### config.mk
export PLATFORM = sky130hd
export DESIGN_NAME = dmem_req_ctrl_flat
export DESIGN_NICKNAME = d
export VERILOG_FILES = /design/src/rtl/dmem_req_ctrl_if.sv /design/src/rtl/dmem_req_ctrl.sv /design/src/flat_wrapper.sv
export SDC_FILE = /design/constraint.sdc
export NUM_CORES = 1
export LEC_CHECK = 0
export CORE_MARGIN = 1
export CORE_UTILIZATION = 45
export DETAILED_ROUTE_END_ITERATION = 10
export MAX_ROUTING_LAYER = met4
export PLACE_DENSITY = 0.85
export SLEW_MARGIN = 20
export SYNTH_ARGS = -nofsm -noshare
export SYNTH_HDL_FRONTEND = slang
export SYNTH_SLANG_ARGS = --single-unit
### constraint.sdc
create_clock -name clk -period 2.35 [get_ports clk]
set_clock_uncertainty 0.05 [all_clocks]
set_input_delay 0.47 -clock clk [delete_from_list [all_inputs] [get_ports clk]]
set_output_delay 0.47 -clock clk [all_outputs]
set_load 0.1 [all_outputs]
### src/rtl/dmem_req_ctrl_if.sv
// Data SRAM bus between dmem_req_ctrl (master) and the data memory (slave):
// req/addr_ok/data_ok handshake with byte strobes.
interface dmem_req_ctrl_if;
    logic        data_req;
    logic        data_wr;
    logic [3:0]  data_wstrb;
    logic [31:0] data_addr;
    logic [31:0] data_wdata;
    logic        data_addr_ok;
    logic        data_data_ok;
    logic [31:0] data_rdata;

    modport master (
        output data_req, data_wr, data_wstrb, data_addr, data_wdata,
        input  data_addr_ok, data_data_ok, data_rdata
    );

    modport slave (
        input  data_req, data_wr, data_wstrb, data_addr, data_wdata,
        output data_addr_ok, data_data_ok, data_rdata
    );
endinterface

### src/rtl/dmem_req_ctrl.sv
// Data-memory request controller: one EX-stage load/store to one SRAM bus transaction.
// Define DMEM_WBUF_EN for a one-entry posted write buffer (stores do not stall).
module dmem_req_ctrl (
    input  logic                   clk,
    input  logic                   rst,
    input  logic                   req_valid,
    input  logic                   req_wr,
    input  logic [1:0]             req_size,
    input  logic [31:0]            req_addr,
    input  logic [31:0]            req_wdata,
    output logic                   stall_req,
    output logic                   excp_adel,
    output logic                   excp_ades,
    output logic                   resp_valid,
    output logic [31:0]            resp_rdata,
    output logic [3:0]             resp_sel,
    dmem_req_ctrl_if.master        bus
);

`ifdef DMEM_WBUF_EN
    localparam bit WbufEn = 1'b1;
`else
    localparam bit WbufEn = 1'b0;
`endif

    typedef enum logic [1:0] {StIdle, StReq, StWait} state_e;

    state_e      state;
    logic        req_q;
    logic        wr_q;
    logic [3:0]  strb_q;
    logic [31:0] addr_q;
    logic [31:0] wdata_q;

    logic [3:0]  strb;
    logic [31:0] wdata_rep;
    logic        misaligned;
    logic        accept;
    logic        complete;
    logic        store_busy;
    logic        req_live;

    assign bus.data_req   = req_q;
    assign bus.data_wr    = wr_q;
    assign bus.data_wstrb = strb_q;
    assign bus.data_addr  = addr_q;
    assign bus.data_wdata = wdata_q;

    always_comb begin
        strb       = 4'b1111;
        wdata_rep  = req_wdata;
        misaligned = |req_addr[1:0];
        unique case (req_size)
            2'd0: begin
                strb       = 4'b0001 << req_addr[1:0];
                wdata_rep  = {4{req_wdata[7:0]}};
                misaligned = 1'b0;
            end
            2'd1: begin
                strb       = req_addr[1] ? 4'b1100 : 4'b0011;
                wdata_rep  = {2{req_wdata[15:0]}};
                misaligned = req_addr[0];
            end
            default: ;
        endcase
    end

    always_comb begin
        accept     = (state == StIdle) && req_valid && !misaligned;
        complete   = ((state == StReq) && bus.data_addr_ok && bus.data_data_ok) ||
                     ((state == StWait) && bus.data_data_ok);
        // A draining posted store lets the pipeline keep presenting new requests.
        store_busy = WbufEn && (state != StIdle) && wr_q;
        req_live   = req_valid && ((state == StIdle) || store_busy);
        excp_adel  = req_live && misaligned && !req_wr;
        excp_ades  = req_live && misaligned && req_wr;
        if (state == StIdle) begin
            stall_req = accept && !(WbufEn && req_wr);
        end else if (store_busy) begin
            stall_req = req_valid && !misaligned;
        end else begin
            stall_req = !complete;
        end
    end

    always_ff @(posedge clk) begin
        if (rst) begin
            state      <= StIdle;
            req_q      <= 1'b0;
            wr_q       <= 1'b0;
            strb_q     <= 4'b0;
            addr_q     <= 32'b0;
            wdata_q    <= 32'b0;
            resp_valid <= 1'b0;
            resp_rdata <= 32'b0;
            resp_sel   <= 4'b0;
        end else begin
            resp_valid <= 1'b0;
            unique case (state)
                StIdle: begin
                    if (accept) begin
                        state   <= StReq;
                        req_q   <= 1'b1;
                        wr_q    <= req_wr;
                        strb_q  <= strb;
                        addr_q  <= {req_addr[31:2], 2'b00};
                        wdata_q <= wdata_rep;
                    end
                end
                StReq: begin
                    if (bus.data_addr_ok) begin
                        req_q <= 1'b0;
                        state <= bus.data_data_ok ? StIdle : StWait;
                    end
                end
                StWait: begin
                    if (bus.data_data_ok) begin
                        state <= StIdle;
                    end
                end
                default: state <= StIdle;
            endcase
            if (complete && !wr_q) begin
                resp_valid <= 1'b1;
                resp_rdata <= bus.data_rdata;
                resp_sel   <= strb_q;
            end
        end
    end

endmodule

### src/flat_wrapper.sv
// flat-port wrapper written by rule: the top's interface ports become plain ports
module dmem_req_ctrl_flat 
  (clk, rst, req_valid, req_wr, req_size, req_addr, req_wdata, stall_req, excp_adel, excp_ades, resp_valid, resp_rdata, resp_sel, bus_data_req, bus_data_wr, bus_data_wstrb, bus_data_addr, bus_data_wdata, bus_data_addr_ok, bus_data_data_ok, bus_data_rdata);
  dmem_req_ctrl_if bus_i ();
  input  logic clk;
  input  logic rst;
  input  logic req_valid;
  input  logic req_wr;
  input  logic [1:0] req_size;
  input  logic [31:0] req_addr;
  input  logic [31:0] req_wdata;
  output logic stall_req;
  output logic excp_adel;
  output logic excp_ades;
  output logic resp_valid;
  output logic [31:0] resp_rdata;
  output logic [3:0] resp_sel;
  output wire logic [$bits(bus_i.data_req)-1:0] bus_data_req;
  output wire logic [$bits(bus_i.data_wr)-1:0] bus_data_wr;
  output wire logic [$bits(bus_i.data_wstrb)-1:0] bus_data_wstrb;
  output wire logic [$bits(bus_i.data_addr)-1:0] bus_data_addr;
  output wire logic [$bits(bus_i.data_wdata)-1:0] bus_data_wdata;
  input wire logic [$bits(bus_i.data_addr_ok)-1:0] bus_data_addr_ok;
  input wire logic [$bits(bus_i.data_data_ok)-1:0] bus_data_data_ok;
  input wire logic [$bits(bus_i.data_rdata)-1:0] bus_data_rdata;
  assign bus_data_req = bus_i.data_req;
  assign bus_data_wr = bus_i.data_wr;
  assign bus_data_wstrb = bus_i.data_wstrb;
  assign bus_data_addr = bus_i.data_addr;
  assign bus_data_wdata = bus_i.data_wdata;
  assign bus_i.data_addr_ok = bus_data_addr_ok;
  assign bus_i.data_data_ok = bus_data_data_ok;
  assign bus_i.data_rdata = bus_data_rdata;
  dmem_req_ctrl u_core (.clk(clk), .rst(rst), .req_valid(req_valid), .req_wr(req_wr), .req_size(req_size), .req_addr(req_addr), .req_wdata(req_wdata), .stall_req(stall_req), .excp_adel(excp_adel), .excp_ades(excp_ades), .resp_valid(resp_valid), .resp_rdata(resp_rdata), .resp_sel(resp_sel), .bus(bus_i));
endmodule
# Word-level counts from Yosys, hierarchy flattened
# Index checks and enable logic that the tools add are counted.
# W data, S select, Z words.
# op_classes
n_eq_ne	6
mux	14
reduce_logical	21
n_shift	1
# ops
cell	count
$pmux W32 S2	1
$logic_and A1 B1 Y1	9
$mux W2	4
$pmux W4 S2	1
$pmux W2 S3	1
$reduce_and A3 Y1	2
$eq A2 B1 Y1 const B	2
$logic_not A1 Y1	4
$logic_not A2 Y1	2
$mux W1	4
$mux W4	1
$ne A2 B2 Y1 const B	2
$pmux W1 S2	2
$shl A1 B2 Y4 const A	1
$eq A2 B2 Y1 const B	1
$ne A2 B1 Y1 const B	1
$reduce_and A2 Y1	1
$reduce_bool A2 Y1	1
$reduce_or A2 Y1	1
$logic_or A1 B1 Y1	1
# word_totals
word_cells	51
reg_bits	107
in_bits	104

# Logic depth before layout (Yosys ltp)
# logic_depth
word_depth	6
ltp_mapped	6
mapped_depth_nobuf	3

# Worst setup path before layout
# No wires, ideal clock.
# synth_timing
path_type	input-to-output
start	in req_valid
end	out excp_adel
t_required_ps	1830
path_buffers	2
setup_slack_ps	-1479
cell_stages	4
arrival_time_ps	3309
path_cell_list	or3b_1 -> buf_2 -> buf_6 -> a211oi_1
# synth_between
elab_chain_len	3
# synth_lines
item	line	rtl
start: declaration	flat_wrapper.sv:7	input logic req_valid;
$logic_and A1 B1 Y1	dmem_req_ctrl.sv:74	req_live = req_valid && ((state == StIdle) || store_busy);
$logic_and A1 B1 Y1 (2 in a row)	dmem_req_ctrl.sv:75	excp_adel = req_live && misaligned && !req_wr;
end: declaration	flat_wrapper.sv:13	output logic excp_adel;
# Every way passes these cells.

# Worst setup path in the final report
# Same ends and word-level chain as after synthesis.

==> run summary <==
Area contributors post-synth - dfxtp_1 (45%), mux2i_1 (11%), nand2_1 (7.1%), o31ai_1 (6.1%), nand4_1 (5.1%)
DP Wirelength - 10510 um
Worst Hold Class - flip-flop to flip-flop
post-synth top area cell - dfxtp_1
crit path launch type - input pin
Post-Place Worst Slack - -0.04505 ns
Post-synth ARST share - 0
Root Buffer - clkbuf_8
Main synth FF type - dfxtp_1
mapped cell area - 4787 um^2
die width - 105.1 um
peak supply drop - 397.0 uV
clk sinks - 107
register area share after synthesis - 0.4475
antenna-violating nets left - 0
Tightest Pin Transition - 0.6548 ns
Sequential Area - 2142 um^2
I/O pin cnt - 214
pin count of the biggest net entering global routing - 66
first-pass GRT wire length - 23290 um
RSZ-0062 raised after global routing - no
Layout Area Growth over Synthesis - 46.71%
vias in the first global route - 4555
DRC errors left - 0
Power Density - 661.4 nW/um^2
dpl cell area - 6792 um^2
multi-input logic area - 2385 um^2
CP peak stage delay - 0.47 ns
P_leak - 2.813 nW
synth unique cells - 37
initial antenna violation count - 0
final WL - 14930 um
Core Footprint - 10320 um^2
Post-Layout Cell Count - 858
fill count - 848
register bit count reported by yosys - 107
routed length per instance - 17.40 um
worst setup margin - 0.04736 ns
Setup Viol. Count Final - 0
max-slew violation count - 0
worst skew pair latency - 0.36 ns
CP max FO - 3
Max Cap Violations - 0
outcome - completed
fin nets - 822
Setup crit end kind - primary output
clk buf depth - 2
Post-synth EDFFs - 0
Fin. Hold Viols - 0
CTS tree - done
diode count - 0
Max-slew headroom - 0.5635
WP data arrival - 1.78 ns
slowest CP cell - clkdlybuf4s50_1
CP required - 1.83 ns
post-route setup TNS - 0 ns
Max Clock Freq - 434.3 MHz
syn_area_per_cell - 8.948 um^2
All-Layer GR Usage - 0.2709
grt ovf - 0
via/cell ratio - 5.652
Cells after DPL - 841
initial core utilization - 0.4637
Syn Inst Count - 535
DR iter-0 viols - 446
Crit Path Class - input pin to primary output
min Tclk post-route - 2.303 ns
chip height - 105.1 um
CTS buffer count - 9
Vias - 4849
Period Utilization, post-route - 0.9798
critical path, cell by cell - clkdlybuf4s50_1 > or3b_4 > a211oi_4 > buf_12
share of layout cells above drive strength 1 - 0.2244
global placement routability congestion - 0.9121
Warnings, synthesis - 0
Design Area, Final - 7023 um^2
Buffers on Ports - 211
post-synth top area share - 0.4475
Die ar. - 11050 um^2
Clock transition at path regs - 0.09 ns
Pre-antenna DRT Iters - 5
CTS H-tree lvls - 3
Rows - 37
[power by group]
part	switching, mW	internal (mW)	leakage [nW]
Sequential	0.0559	1.90	0.872
Combinational	1.03	0.440	1.84
Clock	0.586	0.627	0.104
[repair_timing]
item,in CTS,in global routing
pin swaps,1,0
endpoints found under the setup margin,1,1
hold buffers,0,0
setup buffers,2,0
resized for setup,0,3
[cell usage after synthesis (all sizes together), types with 2 or more instances]
cell type and number:
inv 4, a21oi 44, o211ai 8, nor2 2
a211oi 12, or3b 2, mux2i 52, dfxtp 107
o31ai 39, clkbuf 37, nand2 91, a31oi 20
nand4 39, nand2b 10, mux2 8, a311oi 10
buf 26, o21ai 11
[layer usage]
layer  global-route usage  wire length (um)  share of wire
met5                    -                 0              0
met4               0.1107               397          0.027
met3              0.04616               976          0.065
met2               0.4432              7176           0.48
met1               0.3315              6382           0.43
[registers in the layout, summed over array words and instances, names as in the netlist]
name                   flops
u_core.bus.data_wr         1
u_core.bus.data_wstrb      4
u_core.bus.data_addr      30
u_core.resp_rdata         32
u_core.bus.data_req        1
u_core.resp_valid          1
u_core.resp_sel            4
u_core.state               2
u_core.bus.data_wdata     32
[worst max-delay path: cells and delay by family]
kind | cells | cell delay (ns)
buffers and inverters | 2 | 0.68
and+or+nand+nor | 1 | 0.41
AOI/OAI and AO/OA | 1 | 0.21
[per-stage QoR]
| stage | util | hold WS, ns | total power [mW] |
|---|---|---|---|
| finish | 0.6803 | 0.4143 | 4.645 |
| detailed placement | 0.6579 | 0.4026 | 3.460 |
| CTS | 0.6796 | 0.4163 | 4.666 |
| global route | 0.6803 | 0.4252 | 4.808 |
| floorplan | - | 0.4985 | 3.013 |
| global placement | 0.6579 | 0.3928 | 3.434 |
[worst paths after layout]
kind | startpoint | endpoint | slack (ns) | cells after the start
worst min-delay path | u_core.resp_rdata[3] | u_core.resp_rdata[3] | 0.41 | 2
worst max register to register | u_core.state[1] | u_core.bus.data_addr[19] | 0.53 | 4
worst min register to register | u_core.resp_rdata[3] | u_core.resp_rdata[3] | 0.41 | 2
worst max-delay path | req_valid | excp_adel | 0.05 | 4
[logic make-up (layout without fill, tap and decap cells)]
| family | Yosys count | count (layout) | synth area share |
|---|---|---|---|
| other | 1 | 2 | 0.0007834 |
| buffers and inverters | 67 | 253 | 0.06769 |
| DFF | 107 | 107 | 0.4475 |
| AOI/OAI and AO/OA | 149 | 149 | 0.2041 |
| muxes | 60 | 60 | 0.1275 |
| and+or+nand+nor | 151 | 151 | 0.1524 |
[cells in the final DEF (no fill, tap or decap), types with 8 or more instances in the layout]
| cell | synthesis | routed |
|---|---|---|
| mux2_2 | 8 | 8 |
| a211oi_1 | 12 | 11 |
| mux2i_1 | 52 | 52 |
| clkbuf_8 | 0 | 10 |
| o31ai_1 | 39 | 39 |
| o21ai_0 | 10 | 10 |
| dfxtp_1 | 107 | 107 |
| nand2_1 | 91 | 90 |
| a311oi_1 | 10 | 10 |
| clkdlybuf4s50_1 | 0 | 100 |
| a31oi_1 | 20 | 20 |
| a21oi_1 | 44 | 44 |
| nand2b_1 | 10 | 10 |
| buf_4 | 7 | 124 |
| o211ai_1 | 8 | 8 |
| nand4_1 | 39 | 39 |
[cell type report]
cell class,count,share of cell area
Inverter,4,0.002138
Clock inverter,2,0.008552
Tap cell,136,0.02423
Multi-Input combinational cell,362,0.3396
Clock buffer,13,0.02120
Timing Repair Buffer,234,0.2993
Sequential cell,107,0.3050
No activity file was read; power rests on OpenSTA's default activity.
